$ cat config.mk
export PLATFORM = sky130hd
export DESIGN_NAME = jtpang_sdram_arb_flat
export DESIGN_NICKNAME = d
export VERILOG_FILES = /design/src/rtl/jtpang_sdram_arb_if.sv /design/src/rtl/jtpang_sdram_arb.sv /design/src/flat_wrapper.sv
export SDC_FILE = /design/constraint.sdc
export NUM_CORES = 1
export LEC_CHECK = 0
export BUFFER_PORTS_ARGS = -buffer_cell sky130_fd_sc_hd__buf_4
export CAP_MARGIN = 15
export CORE_ASPECT_RATIO = 0.9
export CORE_MARGIN = 10
export CORE_UTILIZATION = 43
export DETAILED_ROUTE_END_ITERATION = 8
export PLACE_DENSITY = 0.79
export SLEW_MARGIN = 20
export SYNTH_ARGS = -nofsm -noshare
export SYNTH_HDL_FRONTEND = slang
export SYNTH_SLANG_ARGS = --single-unit
$ cat constraint.sdc
create_clock -name clk -period 2.13 [get_ports clk]
set_input_delay 0.1065 -clock clk [delete_from_list [all_inputs] [get_ports clk]]
set_output_delay 0.1065 -clock clk [all_outputs]
set_load 0.05 [all_outputs]
$ cat src/rtl/jtpang_sdram_arb_if.sv
`default_nettype none
// ============================================================================
// Module      : jtpang_sdram_arb_if
// Description : Bundle of ROM-bank read ports, download write port and
//               SDRAM engine command/return signals around the arbiter.
//               master = arbiter side, slave = surrounding logic/engine.
// Revision    : 1.0 - initial release
// ============================================================================
interface jtpang_sdram_arb_if #(
  parameter int AW = 22
);
  // bank read ports
  logic          downloading;
  logic [3:0]    ba_rd;
  logic [AW-1:0] ba0_addr;
  logic [AW-1:0] ba1_addr;
  logic [AW-1:0] ba2_addr;
  logic [AW-1:0] ba3_addr;
  logic [3:0]    ba_ack;
  logic [3:0]    ba_dst;
  logic [3:0]    ba_rdy;
  logic [15:0]   data_read;
  // download write port
  logic          prog_we;
  logic [AW-1:0] prog_addr;
  logic [1:0]    prog_ba;
  logic [15:0]   prog_data;
  logic [1:0]    prog_mask;
  logic          prog_ack;
  logic          prog_rdy;
  // engine side
  logic          cmd_req;
  logic          cmd_wr;
  logic [1:0]    cmd_ba;
  logic [AW-1:0] cmd_addr;
  logic [15:0]   cmd_din;
  logic [1:0]    cmd_mask;
  logic          cmd_ack;
  logic          rd_dst;
  logic          rd_rdy;
  logic [15:0]   sdram_dout;
  logic          err;

  modport master (
    input  downloading, ba_rd, ba0_addr, ba1_addr, ba2_addr, ba3_addr,
           prog_we, prog_addr, prog_ba, prog_data, prog_mask,
           cmd_ack, rd_dst, rd_rdy, sdram_dout,
    output ba_ack, ba_dst, ba_rdy, data_read, prog_ack, prog_rdy,
           cmd_req, cmd_wr, cmd_ba, cmd_addr, cmd_din, cmd_mask, err
  );

  modport slave (
    output downloading, ba_rd, ba0_addr, ba1_addr, ba2_addr, ba3_addr,
           prog_we, prog_addr, prog_ba, prog_data, prog_mask,
           cmd_ack, rd_dst, rd_rdy, sdram_dout,
    input  ba_ack, ba_dst, ba_rdy, data_read, prog_ack, prog_rdy,
           cmd_req, cmd_wr, cmd_ba, cmd_addr, cmd_din, cmd_mask, err
  );
endinterface
`default_nettype wire

$ cat src/rtl/jtpang_sdram_arb.sv
`default_nettype none
// ============================================================================
// Module      : jtpang_sdram_arb
// Description : Round-robin arbiter of four ROM bank reads plus an exclusive
//               download write port onto a single-command SDRAM engine.
//               An owner-tag FIFO routes returned bursts to the issuing bank.
// Revision    : 1.0 - initial release
// ============================================================================
module jtpang_sdram_arb #(
  parameter int AW     = 22,
  parameter int QDEPTH = 2    // power of two, at least 2
) (
  input  logic               clk,
  input  logic               rst_n,
  jtpang_sdram_arb_if.master bus
);

  localparam int c_PW = (QDEPTH > 1) ? $clog2(QDEPTH) : 1;
  localparam int c_CW = $clog2(QDEPTH + 1);

  typedef enum logic [0:0] {
    ST_IDLE = 1'b0,
    ST_REQ  = 1'b1
  } state_t;

  state_t          r_state;
  state_t          w_state_nxt;
  logic [1:0]      r_rr;
  logic [1:0]      r_grant;
  logic            r_wr;
  logic [AW-1:0]   r_addr;
  logic [15:0]     r_din;
  logic [1:0]      r_mask;
  logic [3:0]      r_ba_ack;
  logic [3:0]      r_ba_dst;
  logic [3:0]      r_ba_rdy;
  logic [15:0]     r_data;
  logic            r_prog_ack;
  logic            r_prog_rdy;
  logic            r_err;
  logic [1:0]      r_fifo [QDEPTH];
  logic [c_PW-1:0] r_wptr;
  logic [c_PW-1:0] r_rptr;
  logic [c_CW-1:0] r_cnt;

  logic [1:0]      w_sel;
  logic            w_sel_vld;
  logic            w_load_wr;
  logic            w_load_rd;
  logic            w_accept;
  logic            w_push;
  logic            w_pop;
  logic            w_full;
  logic            w_empty;
  logic [1:0]      w_head;
  logic [AW-1:0]   w_ba_addr [4];

  assign w_ba_addr[0] = bus.ba0_addr;
  assign w_ba_addr[1] = bus.ba1_addr;
  assign w_ba_addr[2] = bus.ba2_addr;
  assign w_ba_addr[3] = bus.ba3_addr;

  assign w_full  = (r_cnt == c_CW'(QDEPTH));
  assign w_empty = (r_cnt == '0);
  assign w_head  = r_fifo[r_rptr];
  // only reads occupy a FIFO slot; writes return nothing
  assign w_push  = w_accept && !r_wr;
  assign w_pop   = bus.rd_rdy && !w_empty;

  // first requesting bank at or after the RR pointer; descending scan so the
  // smallest offset is the last (winning) assignment
  always_comb begin
    w_sel     = r_rr;
    w_sel_vld = 1'b0;
    for (int i = 3; i >= 0; i--) begin
      if (bus.ba_rd[r_rr + 2'(i)]) begin
        w_sel     = r_rr + 2'(i);
        w_sel_vld = 1'b1;
      end
    end
  end

  // state register; async reset drops cmd_req immediately
  always_ff @(posedge clk or negedge rst_n) begin
    if (!rst_n) r_state <= ST_IDLE;
    else        r_state <= w_state_nxt;
  end

  // next state and load/accept strobes
  always_comb begin
    w_state_nxt = r_state;
    w_load_wr   = 1'b0;
    w_load_rd   = 1'b0;
    w_accept    = 1'b0;
    case (r_state)
      ST_IDLE: begin
        if (bus.downloading && bus.prog_we) begin
          w_load_wr   = 1'b1;
          w_state_nxt = ST_REQ;
        end else if (!bus.downloading && w_sel_vld && !w_full) begin
          w_load_rd   = 1'b1;
          w_state_nxt = ST_REQ;
        end
      end
      ST_REQ: begin
        if (bus.cmd_ack) begin
          w_accept    = 1'b1;
          w_state_nxt = ST_IDLE;
        end
      end
      default: w_state_nxt = ST_IDLE;
    endcase
  end

  // latch the granted command fields when leaving IDLE
  always_ff @(posedge clk or negedge rst_n) begin
    if (!rst_n) begin
      r_wr    <= 1'b0;
      r_addr  <= '0;
      r_grant <= '0;
      r_din   <= '0;
      r_mask  <= '0;
    end else if (w_load_wr) begin
      r_wr    <= 1'b1;
      r_addr  <= bus.prog_addr;
      r_grant <= bus.prog_ba;
      r_din   <= bus.prog_data;
      r_mask  <= bus.prog_mask;
    end else if (w_load_rd) begin
      r_wr    <= 1'b0;
      r_addr  <= w_ba_addr[w_sel];
      r_grant <= w_sel;
    end
  end

  // acknowledge pulses, RR pointer advance and owner-tag FIFO bookkeeping
  always_ff @(posedge clk or negedge rst_n) begin
    if (!rst_n) begin
      r_ba_ack   <= '0;
      r_prog_ack <= 1'b0;
      r_prog_rdy <= 1'b0;
      r_rr       <= '0;
      r_wptr     <= '0;
      r_rptr     <= '0;
      r_cnt      <= '0;
      for (int i = 0; i < QDEPTH; i++) r_fifo[i] <= '0;
    end else begin
      r_ba_ack   <= '0;
      r_prog_ack <= w_accept && r_wr;
      r_prog_rdy <= r_prog_ack;
      if (w_push) begin
        r_ba_ack       <= 4'b0001 << r_grant;
        r_rr           <= r_grant + 2'd1;
        r_fifo[r_wptr] <= r_grant;
        r_wptr         <= r_wptr + c_PW'(1);
      end
      if (w_pop) r_rptr <= r_rptr + c_PW'(1);
      r_cnt <= r_cnt + c_CW'(w_push) - c_CW'(w_pop);
    end
  end

  // route returned burst markers to the FIFO head owner; stray ones flag err
  always_ff @(posedge clk or negedge rst_n) begin
    if (!rst_n) begin
      r_ba_dst <= '0;
      r_ba_rdy <= '0;
      r_data   <= '0;
      r_err    <= 1'b0;
    end else begin
      r_ba_dst <= '0;
      r_ba_rdy <= '0;
      r_data   <= bus.sdram_dout;
      if (!w_empty) begin
        if (bus.rd_dst) r_ba_dst <= 4'b0001 << w_head;
        if (bus.rd_rdy) r_ba_rdy <= 4'b0001 << w_head;
      end else if (bus.rd_dst || bus.rd_rdy) begin
        r_err <= 1'b1;
      end
    end
  end

  assign bus.cmd_req   = (r_state == ST_REQ);
  assign bus.cmd_wr    = r_wr;
  assign bus.cmd_ba    = r_grant;
  assign bus.cmd_addr  = r_addr;
  assign bus.cmd_din   = r_din;
  assign bus.cmd_mask  = r_mask;
  assign bus.ba_ack    = r_ba_ack;
  assign bus.ba_dst    = r_ba_dst;
  assign bus.ba_rdy    = r_ba_rdy;
  assign bus.data_read = r_data;
  assign bus.prog_ack  = r_prog_ack;
  assign bus.prog_rdy  = r_prog_rdy;
  assign bus.err       = r_err;

endmodule
`default_nettype wire

$ cat src/flat_wrapper.sv
// flat-port wrapper written by rule: the top's interface ports become plain ports
module jtpang_sdram_arb_flat 
#(
  parameter int AW     = 22,
  parameter int QDEPTH = 2                               
)
  (clk, rst_n, bus_downloading, bus_ba_rd, bus_ba0_addr, bus_ba1_addr, bus_ba2_addr, bus_ba3_addr, bus_prog_we, bus_prog_addr, bus_prog_ba, bus_prog_data, bus_prog_mask, bus_cmd_ack, bus_rd_dst, bus_rd_rdy, bus_sdram_dout, bus_ba_ack, bus_ba_dst, bus_ba_rdy, bus_data_read, bus_prog_ack, bus_prog_rdy, bus_cmd_req, bus_cmd_wr, bus_cmd_ba, bus_cmd_addr, bus_cmd_din, bus_cmd_mask, bus_err);
  jtpang_sdram_arb_if #(.AW(AW)) bus_i ();
  input  logic clk;
  input  logic rst_n;
  input wire logic [$bits(bus_i.downloading)-1:0] bus_downloading;
  input wire logic [$bits(bus_i.ba_rd)-1:0] bus_ba_rd;
  input wire logic [$bits(bus_i.ba0_addr)-1:0] bus_ba0_addr;
  input wire logic [$bits(bus_i.ba1_addr)-1:0] bus_ba1_addr;
  input wire logic [$bits(bus_i.ba2_addr)-1:0] bus_ba2_addr;
  input wire logic [$bits(bus_i.ba3_addr)-1:0] bus_ba3_addr;
  input wire logic [$bits(bus_i.prog_we)-1:0] bus_prog_we;
  input wire logic [$bits(bus_i.prog_addr)-1:0] bus_prog_addr;
  input wire logic [$bits(bus_i.prog_ba)-1:0] bus_prog_ba;
  input wire logic [$bits(bus_i.prog_data)-1:0] bus_prog_data;
  input wire logic [$bits(bus_i.prog_mask)-1:0] bus_prog_mask;
  input wire logic [$bits(bus_i.cmd_ack)-1:0] bus_cmd_ack;
  input wire logic [$bits(bus_i.rd_dst)-1:0] bus_rd_dst;
  input wire logic [$bits(bus_i.rd_rdy)-1:0] bus_rd_rdy;
  input wire logic [$bits(bus_i.sdram_dout)-1:0] bus_sdram_dout;
  output wire logic [$bits(bus_i.ba_ack)-1:0] bus_ba_ack;
  output wire logic [$bits(bus_i.ba_dst)-1:0] bus_ba_dst;
  output wire logic [$bits(bus_i.ba_rdy)-1:0] bus_ba_rdy;
  output wire logic [$bits(bus_i.data_read)-1:0] bus_data_read;
  output wire logic [$bits(bus_i.prog_ack)-1:0] bus_prog_ack;
  output wire logic [$bits(bus_i.prog_rdy)-1:0] bus_prog_rdy;
  output wire logic [$bits(bus_i.cmd_req)-1:0] bus_cmd_req;
  output wire logic [$bits(bus_i.cmd_wr)-1:0] bus_cmd_wr;
  output wire logic [$bits(bus_i.cmd_ba)-1:0] bus_cmd_ba;
  output wire logic [$bits(bus_i.cmd_addr)-1:0] bus_cmd_addr;
  output wire logic [$bits(bus_i.cmd_din)-1:0] bus_cmd_din;
  output wire logic [$bits(bus_i.cmd_mask)-1:0] bus_cmd_mask;
  output wire logic [$bits(bus_i.err)-1:0] bus_err;
  assign bus_i.downloading = bus_downloading;
  assign bus_i.ba_rd = bus_ba_rd;
  assign bus_i.ba0_addr = bus_ba0_addr;
  assign bus_i.ba1_addr = bus_ba1_addr;
  assign bus_i.ba2_addr = bus_ba2_addr;
  assign bus_i.ba3_addr = bus_ba3_addr;
  assign bus_i.prog_we = bus_prog_we;
  assign bus_i.prog_addr = bus_prog_addr;
  assign bus_i.prog_ba = bus_prog_ba;
  assign bus_i.prog_data = bus_prog_data;
  assign bus_i.prog_mask = bus_prog_mask;
  assign bus_i.cmd_ack = bus_cmd_ack;
  assign bus_i.rd_dst = bus_rd_dst;
  assign bus_i.rd_rdy = bus_rd_rdy;
  assign bus_i.sdram_dout = bus_sdram_dout;
  assign bus_ba_ack = bus_i.ba_ack;
  assign bus_ba_dst = bus_i.ba_dst;
  assign bus_ba_rdy = bus_i.ba_rdy;
  assign bus_data_read = bus_i.data_read;
  assign bus_prog_ack = bus_i.prog_ack;
  assign bus_prog_rdy = bus_i.prog_rdy;
  assign bus_cmd_req = bus_i.cmd_req;
  assign bus_cmd_wr = bus_i.cmd_wr;
  assign bus_cmd_ba = bus_i.cmd_ba;
  assign bus_cmd_addr = bus_i.cmd_addr;
  assign bus_cmd_din = bus_i.cmd_din;
  assign bus_cmd_mask = bus_i.cmd_mask;
  assign bus_err = bus_i.err;
  jtpang_sdram_arb #(.AW(AW), .QDEPTH(QDEPTH)) u_core (.clk(clk), .rst_n(rst_n), .bus(bus_i));
endmodule
==> impl_metrics.yaml, run 1 <==
place:
  hpwl_mm: 10.24
  portBuffers: 231
  gp_congestion: 0.8301
  place_area_mm2: 0.005749
  dp.cells: 615
clock_tree:
  clkTransAtPathRegs_ns: 0.09
  root_buffer: "clkbuf_8"
  cts_resized: 0
  htreeDepth: 3
  clk_latency_ns: 0.34
  cts_buffers: 9
  clock_sinks: 85
  cts_tree: "yes"
  cts_max_path_buffers: 2
worst_hold_path:
  hp-class: "input port to flop"
  whs_endpoint: "u_core.bus.cmd_ba[0]"
  holdPathStages: 2
  min_from: "bus_prog_ba[0]"
sta:
  timing_hold_violations_final: 0
  tightest_slew_ns: 0.5791
  slew_headroom_pct: 61.40
  setup_viol: 0
  min_period_ns: 2.023
  fin_setup_tns_ns: 0
  slew_violations: 0
  fmax_mhz: 494.4
  rsz0062_at_grt: "false"
  min_period_over_period_pct: 94.97
  finalClockSkew_ns: 0.007839
finish:
  antenna_cells: 0
  fin_cells: 668
  final_nets: 707
  drive_above_1_share_pct: 55.37
  seq_area_mm2: 0.002127
  multi_input_area_mm2: 0.001563
  postLayoutCellArea_mm2: 0.006305
  syn_to_final_growth_pct: 66.63
  n_fill_cell: 610
setup_path:
  crit_path_max_incr_delay_ns: 0.51
  crit_fanout: 21
  critPathKind: "flop to flop"
  critPathSlowestCell: "or4_1"
  r2r_slack_ns: 0.11
  r2r-start: "u_core.r_rr[0]"
  cp.required_ns: 2.37
  cp-start-kind: "flop"
  path_buf_inv: 1
  reg2reg_depth: 6
  worstPathCellList: "nor2b_1 > or4_1 > nand2_1 > buf_12 > mux4_2 > a21o_1"
  cp-end-kind: "flop"
  crit_arrival_ns: 2.26
  path_delay_family: "simple AND/OR/NAND/NOR gates"
  rr_endpoint: "u_core.bus.cmd_addr[17]"
floorplanning:
  die-height_um: 109.0
  core_mm2: 0.008568
  fp.dieW_um: 118.9
  ioPinCount: 232
  dieArea_mm2: 0.01296
  start_util_pct: 44.16
  rows: 32
synth:
  synth_seq_cells: 85
  yosysMostFrequentCell: "dfrtp_1"
  synth_edf_count: 0
  synth_area_leaders: "dfrtp_1 56%, mux4_2 11%, mux2_2 6.3%, a22o_1 5.1%, a21o_1 4.6%"
  syn-num-nets: 427
  yosys.area.top_type_share_pct: 56.22
  synthCells: 264
  ys_seq_area_share_pct: 56.22
  yosysTopAreaCell: "dfrtp_1"
  synth-async-reset-ratio_pct: 100.0
  yosysWarningCount: 0
  avgSynthCellArea_um2: 14.33
  synthFlopType: "dfrtp_1"
  synth_area_mm2: 0.003784
  synth.distinct_cells: 32
  synthTopCellsByCount: "85 x dfrtp_1, 23 x a21o_1, 22 x a22o_1, 21 x mux2_2, 19 x mux4_2"
route:
  drc_errors: 0
  viasPerCell: 5.064
  drt-total-wl_mm: 13.28
  wl_per_cell_um: 19.87
  drt-initial-drc-count: 118
  via_count: 3383
  postRouteAntennaNets: 0
  firstDrtPassIters: 4
run_status:
  outcome: "completed"
global_route:
  antenna_found_initial: 0
  grt_pass1_vias: 3826
  grt_start_max_net_pins: 47
  grt_pass1_wl_mm: 20.09
  gr-total-overflow: 0
  grtUsageTotal_pct: 19.62
pwr:
  p_leak_uw: 0.003197
  power_uw: 8821
  p_per_area_mw_per_mm2: 1399
  irDropWorstVdd_v: 0.0007852
job:
  maxCapViolCount: 0
## per-stage QoR
| stage | setup slack, ns | hold WS [ns] | utilization (%) |
|---|---|---|---|
| after CTS | 0.1111 | 0.01928 | 73.58 |
| after detailed placement | 0.1411 | 0.1514 | 67.10 |
| after floorplan | 0.2830 | -0.1891 | - |
| after global placement | 0.2349 | 0.1365 | 67.10 |
| final | 0.1072 | 0.02131 | 73.58 |
| after global routing | 0.03769 | 0.01881 | 73.58 |
## cell type report
cell class                      instances  share of cell area, %
Clock buffer                           11                  2.243
Timing Repair Buffer                  282                  35.64
Sequential cell                        85                  33.74
Multi-Input combinational cell        157                  24.79
Tap cell                              119                  2.362
Inverter                                9                 0.5358
Clock inverter                          5                 0.6946
## layout by cell type (no fill, tap or decap), types with 2 or more instances in the layout
cell type	n
inv_1	9
clkinvlp_4	2
a22o_1	22
nor2_1	11
clkbuf_8	10
dlygate4sd3_1	37
nand2_1	10
xnor2_1	3
o21ai_0	6
and2_1	4
nor3_1	5
mux2_2	21
a21o_1	23
ha_1	6
a221o_1	2
dfrtp_1	85
o31ai_1	2
mux4_2	19
mux4_1	3
a21oi_1	3
o21ai_1	2
buf_12	3
buf_4	242
nor2b_1	3
## sequential cells by signal (all words and copies together) (netlist names), 2 cells and up
name and cells:
u_core.bus.ba_ack 4, u_core.bus.ba_dst 4, u_core.bus.ba_rdy 4, u_core.bus.cmd_addr 22, u_core.bus.cmd_ba 2, u_core.bus.cmd_din 16
u_core.bus.cmd_mask 2, u_core.bus.data_read 16, u_core.r_cnt 2, u_core.r_fifo 4, u_core.r_rr 2
## metal layers
layer | GRT usage (%) | wire length (um) | part of all wire, %
met1 | 19.72 | 4528 | 34
met2 | 36.79 | 7301 | 55
met3 | 8.062 | 1231 | 9.3
met4 | 5.836 | 214 | 1.6
met5 | 0 | 0 | 0
## where the power goes
group / internal [uW] / switching [uW] / leakage, uW / total (uW)
clock: 471 / 599 / 0.0000881 / 1070
sequential: 2220 / 412 / 0.00103 / 2630
combinational: 2050 / 3070 / 0.00208 / 5120
## how the worst max path moves through the flow
stage / start / cells past startpoint / slack (ns) / endpoint
finish: u_core.r_rr[0] / 6 / 0.11 / u_core.bus.cmd_addr[17]
global route: u_core.r_rr[0] / 6 / 0.04 / u_core.bus.cmd_addr[17]
CTS: u_core.r_rr[0] / 6 / 0.11 / u_core.bus.cmd_addr[17]
detailed placement: u_core.r_rr[0] / 6 / 0.14 / u_core.bus.cmd_addr[17]
global placement: u_core.r_rr[0] / 6 / 0.23 / u_core.bus.cmd_addr[15]
floorplan: u_core.r_rr[1] / 6 / 0.28 / u_core.bus.cmd_addr[10]
## repair_timing
action / 4_1_cts / 5_1_grt
setup buffers: 0 / 0
hold buffers: 37 / 0
endpoints found under the hold margin: 80 / 0
## kinds of logic after synthesis
| family | after synthesis | share of synthesized area [%] |
|---|---|---|
| xor gates and xnor gates | 4 | 0.9261 |
| muxes | 44 | 19.91 |
| DFF | 85 | 56.22 |
| buffers and inverters | 22 | 3.042 |
| AOI/OAI and AO/OA | 62 | 12.67 |
| adders and majority gates | 6 | 1.984 |
| and+or+nand+nor | 41 | 5.258 |
Note: power is estimated with default switching activity, not from simulation.
==> run 2, diff against run 1 <==
Settings changed: CORE_MARGIN 10 to 8.
==> run 2 against run 1 <==
Effect of this change: total power is 0.46% lower; core utilization is 0.18 points lower; routed wire length is 3.4% lower; critical path type unchanged; flip-flop and latch count stayed put; critical path depth stayed put; cell count is 0.30% lower; die area is 6.9% lower; design area is 0.24% lower; sequential power hardly changed; hold slack better by 0.032 ns; clock power hardly changed.
==> impl_metrics.yaml, run 2 (synthesized netlist as in run 1, its figures left out) <==
finish:
  n_fill_cell: 601
  final_cell_mix: "239 x buf_4, 85 x dfrtp_1, 38 x dlygate4sd3_1"
  largest_reg_flops: 22
  final_nets: 705
  antenna_cells: 0
  syn_to_final_growth_pct: 66.24
  final_common_cell: "buf_4"
  drive_above_1_share_pct: 55.03
clock_tree:
  clock_sinks: 85
  post_cts_buffers: 0
  clkTransAtPathRegs_ns: 0.09
  cts_buffers: 9
  clk_latency_ns: 0.35
  htreeDepth: 3
  cts_tree: "yes"
  holdBufCountCts: 38
  cts_resized: 0
  cts_max_path_buffers: 2
  root_buffer: "clkbuf_8"
sta:
  tightest_slew_ns: 0.6494
  fin_ws_ns: 0.1702
  fin_setup_tns_ns: 0
  finalClockSkew_ns: 0.01454
  min_period_over_period_pct: 92.01
  slew_headroom_pct: 56.71
  setup_viol: 0
  rsz0062_at_grt: "false"
  min_period_ns: 1.960
  timing_hold_violations_final: 0
  slew_violations: 0
  fmax_mhz: 510.3
pwr:
  p_int_uw: 4720
  clkPwrFrac_pct: 12.2
  p_leak_uw: 0.003185
  comb_power_share_pct: 57.9
  p_switching_uw: 4060
  irDropWorstVdd_v: 0.0007626
  p_sw_share_pct: 46.24
  pwr-share-seq_pct: 29.9
  p_per_area_mw_per_mm2: 1396
setup_path:
  cp-start-kind: "flop"
  cp.required_ns: 2.37
  crit_arrival_ns: 2.20
  cp-end-kind: "flop"
  critPathKind: "flop to flop"
  crit_fanout: 23
floorplanning:
  die-height_um: 105.0
  dieArea_mm2: 0.01206
  start_util_pct: 44.16
  fp.dieW_um: 114.9
  ioPinCount: 232
  core_mm2: 0.008568
  rows: 32
place:
  gp_congestion: 0.8038
  hpwl_mm: 9.595
  portBuffers: 231
  pre_cts_slack_ns: 0.1790
route:
  drt-initial-drc-count: 103
  via_count: 3357
  drt-total-wl_mm: 12.83
  postRouteAntennaNets: 0
  drc_errors: 0
  viasPerCell: 5.041
  wl_per_cell_um: 19.26
  firstDrtPassIters: 4
global_route:
  grtUsageTotal_pct: 21.31
  antenna_found_initial: 0
  gr-total-overflow: 0
  grt_start_max_net_pins: 51
  grt_pass1_wl_mm: 20.03
  grt_pass1_vias: 3861
run_status:
  outcome: "completed"
worst_hold_path:
  hp-class: "input port to flop"
job:
  maxCapViolCount: 0
## run 2: cell types whose count changed in the layout (fill, tap and decap cells not counted), sizes merged
cell / delta
clkinv: -1
buf: -3
dlygate4sd3: +1
inv: +1
## run 2: worst max-delay path: stages (launching register included)
cell and delay, ns:
dfrtp_1 0.46, nor2b_1 0.07, or4_1 0.50, nand2_1 0.12, buf_12 0.18, mux4_2 0.32, a21o_1 0.19
## run 2: path summary, 6_finish.rpt
path / from / end / slack (ns) / depth (start not counted)
worst min-delay path: bus_prog_addr[3] / u_core.bus.cmd_addr[3] / 0.05 / 3
worst max-delay path: u_core.r_rr[0] / u_core.bus.cmd_addr[15] / 0.17 / 6
worst max register to register: u_core.r_rr[0] / u_core.bus.cmd_addr[15] / 0.17 / 6
worst min register to register: u_core.bus.prog_ack / u_core.bus.prog_rdy / 0.38 / 0
min in group asynchronous: rst_n / u_core.bus.ba_dst[2] / 0.32 / 2
max in group asynchronous: rst_n / u_core.bus.cmd_din[2] / 1.10 / 3
## run 2: power groups by stage
stage	registers, uW	clock network (uW)	logic [uW]
2_1_floorplan	4370	0	1680
3_3_place_gp	2610	0	4990
3_5_place_dp	2640	0	5070
4_1_cts	2620	1100	5140
5_1_grt	2710	1170	5350
6_report	2630	1070	5080
## run 2: metrics by stage
stage	power [uW]	util [%]	hold slack, ns	cells	area [um^2]
CTS	8860	73.41	0.03539	666	6290
finish	8780	73.41	0.05308	666	6290
global route	9229	73.41	0.03555	666	6290
floorplan	6053	-	-0.1891	264	3784
global placement	7600	66.84	0.1650	612	5727
detailed placement	7710	66.84	0.1787	612	5727
## run 2: per-layer routing
layer	global-route usage, %	part of all wire (%)	vias up
met1	22.78	35	1623
met3	6.847	9.0	20
met2	38.13	54	174
li1	-	-	1540
met5	0	0	-
met4	8.060	2.3	0
## run 2: final cells by class
class,count,area (um^2),share of cell area [%]
Clock buffer,11,141.4,2.248
Tap cell,119,148.9,2.367
Timing Repair Buffer,280,2235,35.53
Sequential cell,85,2127,33.82
Multi-Input combinational cell,157,1563,24.85
Clock inverter,5,41.29,0.6565
Inverter,9,33.78,0.5371
==> run 3, diff against run 2 <==
Settings changed: CORE_MARGIN 8 to 3, CORE_UTILIZATION 43 to 45, CTS_BUF_LIST set to sky130_fd_sc_hd__clkbuf_8, PLACE_DENSITY 0.79 to 0.83.
==> run 3 against run 2 <==
Effect of this change: total power is 1.3% higher; global-route usage rose by 3.7 points; critical path depth did not move; flip-flop and latch count is the same; clock power rose by 7%; non-clock buffer count grew 1; largest power group unchanged.
==> impl_metrics.yaml, run 3 (synthesized netlist as in run 1, its figures left out) <==
run_status:
  outcome: "completed"
pwr:
  p_leak_uw: 0.003202
  irDropWorstVdd_v: 0.0007320
  power_uw: 8895
  p_switching_uw: 4062
  comb_power_share_pct: 57.3
  clkPwrFrac_pct: 12.9
  p_sw_share_pct: 45.67
  p_int_uw: 4833
  p_per_area_mw_per_mm2: 1415
  pwr-share-seq_pct: 29.8
route:
  postRouteAntennaNets: 0
  firstDrtPassIters: 4
  wl_per_cell_um: 18.50
  via_count: 3329
  drc_errors: 0
  drt-total-wl_mm: 11.97
  drt-initial-drc-count: 103
  viasPerCell: 5.145
clock_tree:
  htreeDepth: 3
  root_buffer: "clkbuf_8"
  clkTransAtPathRegs_ns: 0.09
  cts_max_path_buffers: 2
  cts_buffers: 9
  cts_resized: 0
  cts_tree: "yes"
  clock_sinks: 85
  clk_latency_ns: 0.35
floorplanning:
  ioPinCount: 232
  start_util_pct: 46.67
  core_mm2: 0.008107
  rows: 31
  fp.dieW_um: 102.7
  dieArea_mm2: 0.009546
  die-height_um: 92.99
place:
  dp.cells: 594
  gp_congestion: 0.8484
  portBuffers: 231
  hpwl_mm: 9.059
  pre_cts_slack_ns: 0.1699
finish:
  final_nets: 706
  final_common_cell: "buf_4"
  largest_reg_flops: 22
  drive_above_1_share_pct: 55.39
  fin_cells: 647
  utilization_pct: 77.56
  syn_to_final_growth_pct: 66.17
  final_cell_mix: "241 x buf_4, 85 x dfrtp_1, 37 x dlygate4sd3_1"
sta:
  fmax_mhz: 507.7
  min_period_ns: 1.970
  finalClockSkew_ns: 0.009273
  slew_headroom_pct: 56.87
  fin_ws_ns: 0.1603
  rsz0062_at_grt: "false"
  setup_viol: 0
  min_period_over_period_pct: 92.48
  timing_hold_violations_final: 0
  tightest_slew_ns: 0.6470
  fin_setup_tns_ns: 0
  slew_violations: 0
global_route:
  grt_pass1_vias: 3664
  grtUsageTotal_pct: 25.00
  grt_pass1_wl_mm: 18.16
  grt_start_max_net_pins: 53
  antenna_found_initial: 1
  gr-total-overflow: 0
setup_path:
  crit_arrival_ns: 2.21
  cp.required_ns: 2.37
  crit_fanout: 23
  critPathKind: "flop to flop"
  cp-start-kind: "flop"
  cp-end-kind: "flop"
job:
  maxCapViolCount: 0
worst_hold_path:
  hp-class: "input port to flop"
## run 3: what timing repair did
item,4_1_cts,5_1_grt
endpoints found under the hold margin,85,1
setup endpoints to repair,0,0
buffers inserted,0,0
hold buffers,36,1
## run 3: worst max-delay path: stages, from the launching register on
cell,delay (ns)
dfrtp_1,0.45
nor2b_1,0.07
or4_1,0.50
nand2_1,0.13
buf_12,0.19
mux4_2,0.32
a21o_1,0.20
## run 3: power by group through the flow
stage	clock network [uW]	registers, uW	logic (uW)
finish	1150	2650	5090
floorplan	0	4370	1680
detailed placement	0	2670	5050
CTS	1180	2640	5120
global route	1230	2730	5380
global placement	0	2620	4950
## run 3: worst paths after layout
check	slack, ns	to	from	cells after the start
min in group asynchronous	0.33	u_core.bus.ba_dst[3]	rst_n	2
worst min-delay path	0.01	u_core.bus.cmd_din[14]	bus_prog_data[14]	2
worst min register to register	0.40	u_core.bus.prog_rdy	u_core.bus.prog_ack	0
max in group asynchronous	1.08	u_core.bus.cmd_din[7]	rst_n	3
worst max-delay path	0.16	u_core.bus.cmd_addr[17]	u_core.r_rr[0]	6
worst max register to register	0.16	u_core.bus.cmd_addr[17]	u_core.r_rr[0]	6
## run 3: area by class of cell
class                           instances  area [um^2]
Fill cell                             495         1819
Multi-Input combinational cell        157         1563
Antenna cell                            1        2.502
Timing Repair Buffer                  281         2240
Inverter                                9        33.78
Tap cell                               99        123.9
Clock inverter                          5        60.06
Sequential cell                        85         2127
Clock buffer                           10        137.6
## run 3: through the flow
stage	hold WS (ns)	instance area, um^2
2_1_floorplan	-0.1891	3784
3_3_place_gp	0.1626	5717
3_5_place_dp	0.1697	5717
4_1_cts	0.00005171	6275
5_1_grt	0.004241	6287
6_report	0.01122	6287
## run 3: routing by layer
layer	track usage, %	share of wire [%]	vias to the layer above
li1	-	-	1538
met1	27.08	34	1634
met2	47.63	58	135
met3	5.742	6.6	22
met4	7.213	2.1	0
met5	0	0	-
